## config.mk

```make
export PLATFORM = sky130hd
export DESIGN_NAME = div8_loop
export DESIGN_NICKNAME = d
export VERILOG_FILES = /design/src/rtl/div8_loop.sv
export SDC_FILE = /design/constraint.sdc
export NUM_CORES = 1
export LEC_CHECK = 0
export CAP_MARGIN = 15
export CORE_ASPECT_RATIO = 1.2
export CORE_MARGIN = 2
export CORE_UTILIZATION = 58
export CTS_CLUSTER_DIAMETER = 50
export DETAILED_ROUTE_END_ITERATION = 10
export PLACE_DENSITY = 0.85
export SLEW_MARGIN = 30
export SYNTH_ARGS = -nofsm -noshare
export SYNTH_HDL_FRONTEND = slang
export SYNTH_SLANG_ARGS = --single-unit
```

## constraint.sdc

```tcl
create_clock -name clk -period 4.4 [get_ports clk]
set_input_delay 0.66 -clock clk [delete_from_list [all_inputs] [get_ports clk]]
set_output_delay 0.66 -clock clk [all_outputs]
set_load 0.01 [all_outputs]
```

## src/rtl/div8_loop.sv

```systemverilog
// div8_loop: iterative restoring shift-subtract unsigned divider, one quotient bit per clock, MSB first.
// start is accepted in any state and restarts the sequence; done pulses once per completed division.
module div8_loop #(
    parameter int W  = 8,
    parameter int CW = $clog2(W + 1)
) (
    input  logic         clk,
    input  logic         rst_n,
    input  logic         start,
    input  logic [W-1:0] dividend_i,
    input  logic [W-1:0] divisor_i,
    output logic         busy,
    output logic         done,
    output logic [W-1:0] quotient_o,
    output logic [W-1:0] remainder_o,
    output logic         div0_o
);
    typedef enum logic {IDLE, CALC} state_t;

    localparam logic [CW-1:0] LAST = CW'(W - 1);

    state_t        state, state_nx;
    logic [W-1:0]  q_sh, q_nx;
    logic [W-1:0]  d_r, d_nx;
    logic [W-1:0]  rem, rem_nx;
    logic [CW-1:0] cnt, cnt_nx;
    logic          busy_nx, done_nx, div0_nx;
    logic [W-1:0]  quo_nx, remo_nx;
    logic [W:0]    t;
    logic          ge;
    logic [W-1:0]  diff;

    // A successful subtract leaves a value below d_r, so W-bit wrap-around arithmetic is exact.
    assign t    = {rem, q_sh[W-1]};
    assign ge   = t >= {1'b0, d_r};
    assign diff = t[W-1:0] - d_r;

    always_comb begin
        state_nx = state;
        q_nx     = q_sh;
        d_nx     = d_r;
        rem_nx   = rem;
        cnt_nx   = cnt;
        busy_nx  = busy;
        done_nx  = 1'b0;
        quo_nx   = quotient_o;
        remo_nx  = remainder_o;
        div0_nx  = div0_o;
        if (start) begin
            q_nx     = dividend_i;
            d_nx     = divisor_i;
            rem_nx   = '0;
            cnt_nx   = '0;
            state_nx = CALC;
            busy_nx  = 1'b1;
        end else if (state == CALC) begin
            q_nx   = {q_sh[W-2:0], ge};
            rem_nx = ge ? diff : t[W-1:0];
            cnt_nx = cnt + 1'b1;
            if (cnt == LAST) begin
                quo_nx   = q_nx;
                remo_nx  = rem_nx;
                div0_nx  = d_r == '0;
                done_nx  = 1'b1;
                busy_nx  = 1'b0;
                state_nx = IDLE;
            end
        end
    end

    always_ff @(posedge clk or negedge rst_n) begin
        if (!rst_n) begin
            state       <= IDLE;
            q_sh        <= '0;
            d_r         <= '0;
            rem         <= '0;
            cnt         <= '0;
            busy        <= 1'b0;
            done        <= 1'b0;
            quotient_o  <= '0;
            remainder_o <= '0;
            div0_o      <= 1'b0;
        end else begin
            state       <= state_nx;
            q_sh        <= q_nx;
            d_r         <= d_nx;
            rem         <= rem_nx;
            cnt         <= cnt_nx;
            busy        <= busy_nx;
            done        <= done_nx;
            quotient_o  <= quo_nx;
            remainder_o <= remo_nx;
            div0_o      <= div0_nx;
        end
    end
endmodule

```

# Word-level counts from Yosys, hierarchy flattened
# Index checks and enable logic that the tools add are counted.
# op_classes
n_addsub	2
eq_ne	1
bitwise_logic	1
muxes	16
n_lt_le_gt_ge	1
n_reduce_logical	5
# op_table
cell	n
two-way mux 8 bit	5
>= comparator 9 x 8 -> 1 bit	1
two-way mux 1 bit	9
logical NOT 8 bit	1
two-way mux 4 bit	2
subtractor 8 bit	1
adder 4 x 1 -> 4 bit, second input constant	1
== test 4 x 3 -> 1 bit, second input constant	1
nonzero test 2 bit	2
AND reduction 3 bit	1
AND reduction 2 bit	1
NOT 1 bit	1
# word_totals
register_bits	48
wordCells	36
in_bits	19

# Depth between registers and ports, before layout
# Gate-level depths: netlist of run 1.
# logic_depth
ltp_word	4
mapped_depth	9
ltp_nobuf	9

# Least setup slack after synthesis of run 1
# OpenSTA, ideal clock, no wires.
# synth_timing
kind	register -> register
startpoint	register q_sh[7]
endpoint	register rem[6]
arrival_ns	1.951
period_less_slack_ns	2.038
setup_time_ns	0.087
setup_slack_ns	2.362
path_stages_with_launch	10
path_buffers	0
t_required_ns	4.313
path_cell_list	dfrtp_1 > inv_1 > ha_1 > inv_1 > fa_1 > a211oi_1 > o211ai_1 > o41ai_1 > o22ai_1 > a211oi_2
# synth_via
elab_chain_len	4
# synth_rtl
element	line_no	source
start: declaration	23	logic [W-1:0] q_sh, q_nx;
start signal: assignment	85	q_sh <= q_nx;
subtractor 8 bit or >= comparator 9 x 8 -> 1 bit (tied branches)	36, 35	
two-way mux 8 bit (*)	58	rem_nx = ge ? diff : t[W-1:0];
two-way mux 8 bit (*)	56	end else if (state == CALC) begin
two-way mux 8 bit (*)	49	if (start) begin
end signal: assignment	87	rem <= rem_nx;
end: declaration	25	logic [W-1:0] rem, rem_nx;
# Every way passes the cells marked *; elsewhere a longest branch is shown, timed or not. The select of a mux whose other input is x is not followed.
# A chain may end at the register's enable or synchronous reset.

# Worst setup path in the final report of run 1
# layout_timing
startpoint	input start
endpoint	register remainder_o[0]
# layout_via
elab_chain_len	2
# layout_rtl
element	line_no	source
start: declaration	9	input logic start,
NOT 1 bit (no source line)	n/a	
AND reduction 3 bit (no source line)	n/a	
end signal: assignment	92	remainder_o <= remo_nx;
end: declaration	15	output logic [W-1:0] remainder_o,
# No other way between the ends.

==> impl_metrics.yaml, run 1 <==
sta:
  period_needed_ns: 2.59
  clock.fmax_mhz: 385
  hold_viol: 0
  relSlewSlack_pct: 55.3
  rsz0062_at_grt: "false"
  setup_viol: 0
  tns_ns: 0
  skew_ns: 0.00566
  fin_crit_sh_pct: 59.0
  worst_slew_pin_slew_ns: 0.671
  slew_viol_final: 0
clocking:
  cts.sinks: 48
  insertion_delay_ns: 0.29
  cts_tree: "yes"
  postCtsSetupRepairBufs: 0
  cts-root-buf: "clkbuf_8"
  ctsResizeCount: 0
  cts_buffers: 5
  cts_max_level: 2
  clkTransAtPathRegs_ns: 0.08
  clock_path_buffers: 2
  holdBufCountCts: 0
placed_design:
  place_congestion: 0.842
  dp_hpwl_mm: 3.81
  dp.cells: 343
  io_buffers: 37
synthesis:
  synth_area_um2: 2510
  ys_seq_area_share_pct: 47.9
  synth_compound_area_share_pct: 18.0
  avgSynthCellArea_um2: 9.54
  synth.distinct_cells: 54
  synth-xor-area-share_pct: 1.75
  async_reset_ff_share_pct: 100
  synthCells: 263
  ys_seq_elements: 48
  syn_nets: 292
  synthMuxAreaShare_pct: 3.64
  synth_edf_count: 0
  ys.flop_type: "dfrtp_1"
  ys_warn_count: 0
  synth-adder-area-share_pct: 5.29
  synth_simple_gate_area_share_pct: 18.6
  synth_top_family_by_area: "simple AND/OR/NAND/NOR gates"
global_routing:
  grtUsageTotal_pct: 24.0
  antenna_found_initial: 0
  grt_pass1_vias: 2040
  grt_max_degree: 50
  grt_pass1_wl_mm: 9.32
  grt_overflow: 0
die:
  rows: 26
  start_util_pct: 59.8
  die_w_um: 64.0
  chipHeight_um: 76.0
  io-pin-count: 38
  dieArea_um2: 4870
  core_area_um2: 4200
power:
  vdd_drop_max_mv: 0.325
  power_w: 0.00154
  powerDensity_nw_per_um2: 515
  p_leak_nw: 1.41
finish:
  final_cells: 351
  final_common_cell: "nand2_1"
  area_growth_pct: 19.3
  num_antenna_cells: 0
  final_core_util_pct: 71.3
  final_cell_mix: "nand2_1 (49), dfrtp_1 (48), clkdlybuf4s50_1 (36)"
  drive_above_1_share_pct: 8.81
  nNetsFinal: 323
setup_path:
  path_cells: "clkdlybuf4s50_1 -> buf_4 -> nand2b_1 -> or2_2 -> inv_1 -> nand4_1 -> o311ai_1"
  worst-setup-path-type: "primary input to register"
  slowest_stage: "inv_1"
  cpPeakStageDelay_ns: 0.52
  cp.arrival_ns: 2.79
  start_kind: "primary input"
  crit_fanout: 49
  end_kind: "register"
  critPathRequiredTime_ns: 4.59
detailed_routing:
  drt_first_pass_iters: 4
  drtIter0Drc: 117
  route.detailed.drc: 0
  route.vias.total: 2036
  avgRoutedWirePerCell_um: 15.1
  wl_mm: 5.31
  via_per_inst: 5.80
  ant_nets: 0
min_path:
  hold_class: "primary input to asynchronous set/reset pin"
run:
  max_cap_violations: 0
status:
  outcome: "finished clean"
==> cells by family (layout without fill, tap and decap cells) <==
family                   Yosys count  count (layout)
AO/OA/AOI/OAI                     63              63
XOR/XNOR                           5               5
adder cells (fa/ha/maj)           10              10
buffers and inverters             27              59
flip-flops                        48              48
multiplexers                       9               9
AND/OR/NAND/NOR                  101             101
==> final timing paths <==
path | startpoint | end | slack, ns | cells past startpoint
worst max-delay path | start | remainder_o[0] | 1.81 | 7
worst min-delay path | rst_n | d_r[4] | 0.35 | 1
worst max register to register | d_r[4] | rem[0] | 1.99 | 7
worst min register to register | quotient_o[6] | quotient_o[6] | 0.48 | 2
max in group asynchronous | rst_n | d_r[0] | 3.65 | 1
min in group clk | quotient_o[6] | quotient_o[6] | 0.48 | 2
==> flip-flops by register name, indices dropped and copies added, names as in the netlist <==
register and cells:
busy 1, cnt 4, d_r 8, div0_o 1
done 1, q_sh 8, quotient_o 8, rem 8
remainder_o 8, state 1
==> report_power, final <==
| group | leakage [nW] | switching [W] | internal [W] |
|---|---|---|---|
| Clock | 0.0552 | 0.000136 | 0.000169 |
| Combinational | 0.732 | 0.000383 | 0.000274 |
| Sequential | 0.621 | 0.0000654 | 0.000513 |
==> final cells by class <==
type,instances,area [um2]
clock buffer,6,72.6
clock inverter,2,35.0
fill,304,1200
inverter,12,45.0
multi-input combinational,188,1180
sequential,48,1200
tap,56,70.1
timing repair buffer,39,383
==> cells in the mapped netlist (3+ instances only) <==
library cell   n  area (um2)
ha_1           9         113
a311oi_1       4        35.0
dfrtp_1       48        1200
nand4_1        4        25.0
nand3_2        3        30.0
nor2_1        26        97.6
o311ai_1       3        26.3
a31oi_1        8        50.1
o21ai_0       17        85.1
o211ai_1       4        30.0
nand2_1       49         184
clkbuf_1       7        26.3
a211oi_1       3        22.5
nand2b_1       3        18.8
mux2i_1        8        80.1
inv_1         12        45.0
xor2_1         3        26.3
a21o_1         3        22.5
a21oi_1        4        20.0
==> worst max-delay path: cells and delay by family <==
kind,cells,cell delay (ns)
AND/OR/NAND/NOR,3,0.81
buffers and inverters,3,1.18
AO/OA/AOI/OAI,1,0.13
==> layer usage <==
| layer | up-vias | part of all wire (%) | GRT usage, % |
|---|---|---|---|
| met5 | - | 0 | 0 |
| met2 | 71 | 50 | 38.9 |
| li1 | 989 | - | - |
| met4 | 0 | 1.8 | 11.7 |
| met3 | 11 | 4.7 | 3.10 |
| met1 | 965 | 43 | 31.7 |
==> per-stage QoR <==
| stage | area (um2) | setup WS (ns) | hold slack (ns) |
|---|---|---|---|
| after floorplan | 2510 | 2.36 | 0.364 |
| after global placement | 2880 | 1.57 | 0.464 |
| after detailed placement | 2880 | 1.51 | 0.467 |
| after CTS | 2990 | 1.81 | 0.384 |
| after global routing | 2990 | 1.63 | 0.408 |
| final | 2990 | 1.81 | 0.354 |
(Power assumes the default switching activity.)
==> inputs of run 2 (changes only) <==
Settings changed: CORE_UTILIZATION 58 to 48, PLACE_DENSITY 0.85 to 0.75.
Clock period 4.4 ns to 2.1 ns, I/O delays scaled along.
==> run 2 against run 1 <==
  * The run now ends with negative setup slack left
  * Highest routed layer unchanged
  * Combinational power grew to 2.7 times the previous value
  * Worst setup slack worse by 1.8 ns
  * Clock power is 92% higher
  * Core utilization decreased by 5.3 points
  * Worst hold slack better by 0.13 ns
  * Routed wire length is 11% higher
==> impl_metrics.yaml, run 2 (synthesis gave the netlist of run 1 again) <==
status:
  outcome: "finished, violations left"
  violations: "negative setup slack"
detailed_routing:
  route.vias.total: 2129
  ant_nets: 0
  wl_met3_um: 276
  avgRoutedWirePerCell_um: 15.6
  route.detailed.drc: 0
  topRoutingLayerUsed: "met4"
  via_per_inst: 5.63
  dr_wl_met2_mm: 2.88
  wl_mm: 5.89
  drt_first_pass_iters: 5
  drtIter0Drc: 223
  drt-met1-wl_mm: 2.58
clocking:
  cts-root-buf: "clkbuf_8"
  cts.sinks: 48
  clkTransAtPathRegs_ns: 0.09
  insertion_delay_ns: 0.30
  cts_buffers: 5
  cts_max_level: 2
  cts_tree: "yes"
  clock_path_buffers: 2
min_path:
  hold_class: "register to register"
  hold_depth: 2
global_routing:
  grt_overflow: 0
  grt_pass1_wl_mm: 9.56
  grt_pass1_vias: 2038
  grtUsageTotal_pct: 20.0
  grt_max_degree: 49
  antenna_found_initial: 0
die:
  dieArea_um2: 5820
  chipHeight_um: 83.2
  start_util_pct: 50.4
  rows: 28
  core_area_um2: 4970
  io-pin-count: 38
  die_w_um: 70.0
sta:
  setup_viol: 1
  clock.fmax_mhz: 475
  rsz0062_at_grt: "true"
  fin_crit_sh_pct: 100
  layout_setup_ws_ns: -0.00469
  period_needed_ns: 2.10
  slew_viol_final: 0
  hold_viol: 0
  worst_slew_pin_slew_ns: 0.540
  tns_ns: -0.00469
  relSlewSlack_pct: 64.0
  skew_ns: 0.00686
  fin_hold_ws_ns: 0.479
finish:
  final_core_util_pct: 66.0
  num_antenna_cells: 0
  final_common_cell: "nand2_1"
  drive_above_1_share_pct: 18.6
  fillers: 414
  final_cell_mix: "nand2_1 (49), dfrtp_1 (48), clkdlybuf4s50_1 (36)"
  nNetsFinal: 346
  area_growth_pct: 30.9
power:
  powerDensity_nw_per_um2: 1090
  vdd_drop_max_mv: 0.454
  p_leak_nw: 1.56
  power_w: 0.00359
setup_path:
  start_kind: "register"
  worst-setup-path-type: "register to register"
  crit_fanout: 6
  critPathRequiredTime_ns: 2.31
  cp.arrival_ns: 2.31
  worst_r2r_path_depth: 9
  end_kind: "register"
run:
  max_cap_violations: 0
placed_design:
  dp_slack_ns: 0.0155
  place_congestion: 0.950
  dp_hpwl_mm: 3.96
  io_buffers: 37
==> run 2: cell count changes in the layout (fill, tap and decap cells not counted), sizes merged <==
cell / delta
buf: +22
bufinv: -1
dlygate4sd3: +1
inv: +1
==> run 2: power breakdown <==
group          total [W]  switching (W)  internal (W)  leakage [nW]
registers        0.00122       0.000144       0.00107         0.621
logic            0.00178       0.000973      0.000810         0.886
clock network   0.000585       0.000315      0.000270        0.0516
==> run 2: worst max-delay path: stages (launching register included) <==
cell      delay [ns]
dfrtp_1         0.43
ha_1            0.32
a21o_1          0.21
a31o_1          0.25
o221ai_4        0.23
buf_6           0.17
buf_6           0.12
buf_6           0.09
nand4_1         0.10
o311ai_2        0.10
==> run 2: layer usage <==
| layer | global-route usage (%) | vias up |
|---|---|---|
| met3 | 3.76 | 22 |
| met5 | 0 | - |
| li1 | - | 1033 |
| met1 | 28.9 | 1008 |
| met4 | 6.12 | 0 |
| met2 | 30.6 | 66 |
==> run 2: final timing paths <==
kind	from	endpoint	slack (ns)
max	rem[3]	remainder_o[2]	-0.005
min	quotient_o[3]	quotient_o[3]	0.48
max reg2reg	rem[3]	remainder_o[2]	-0.005
min reg2reg	quotient_o[3]	quotient_o[3]	0.48
max in group asynchronous	rst_n	d_r[3]	1.05
min in group asynchronous	rst_n	quotient_o[7]	0.52
==> run 2: what timing repair did <==
action / 4_1_cts / 5_1_grt
endpoints found under the hold margin: 4 / 0
resized for setup: 0 / 20
hold buffers: 1 / 0
endpoints found under the setup margin: 2 / 10
pin swaps: 1 / 11
setup buffers: 0 / 8
==> run 2: stage by stage <==
| step | instances | cell area, um2 |
|---|---|---|
| 3_3_place_gp | 361 | 3020 |
| 5_1_grt | 378 | 3280 |
| 4_1_cts | 370 | 3120 |
| 3_5_place_dp | 361 | 3020 |
| 2_1_floorplan | 263 | 2510 |
| 6_report | 378 | 3280 |
==> run 2: area by class of cell <==
class,instances,area [um2],share of cell area (%)
multi-input combinational,188,1270,38.8
sequential,48,1200,36.6
timing repair buffer,62,592,18.0
clock buffer,6,82.6,2.51
tap,60,75.1,2.29
inverter,12,45.0,1.37
clock inverter,2,13.8,0.419
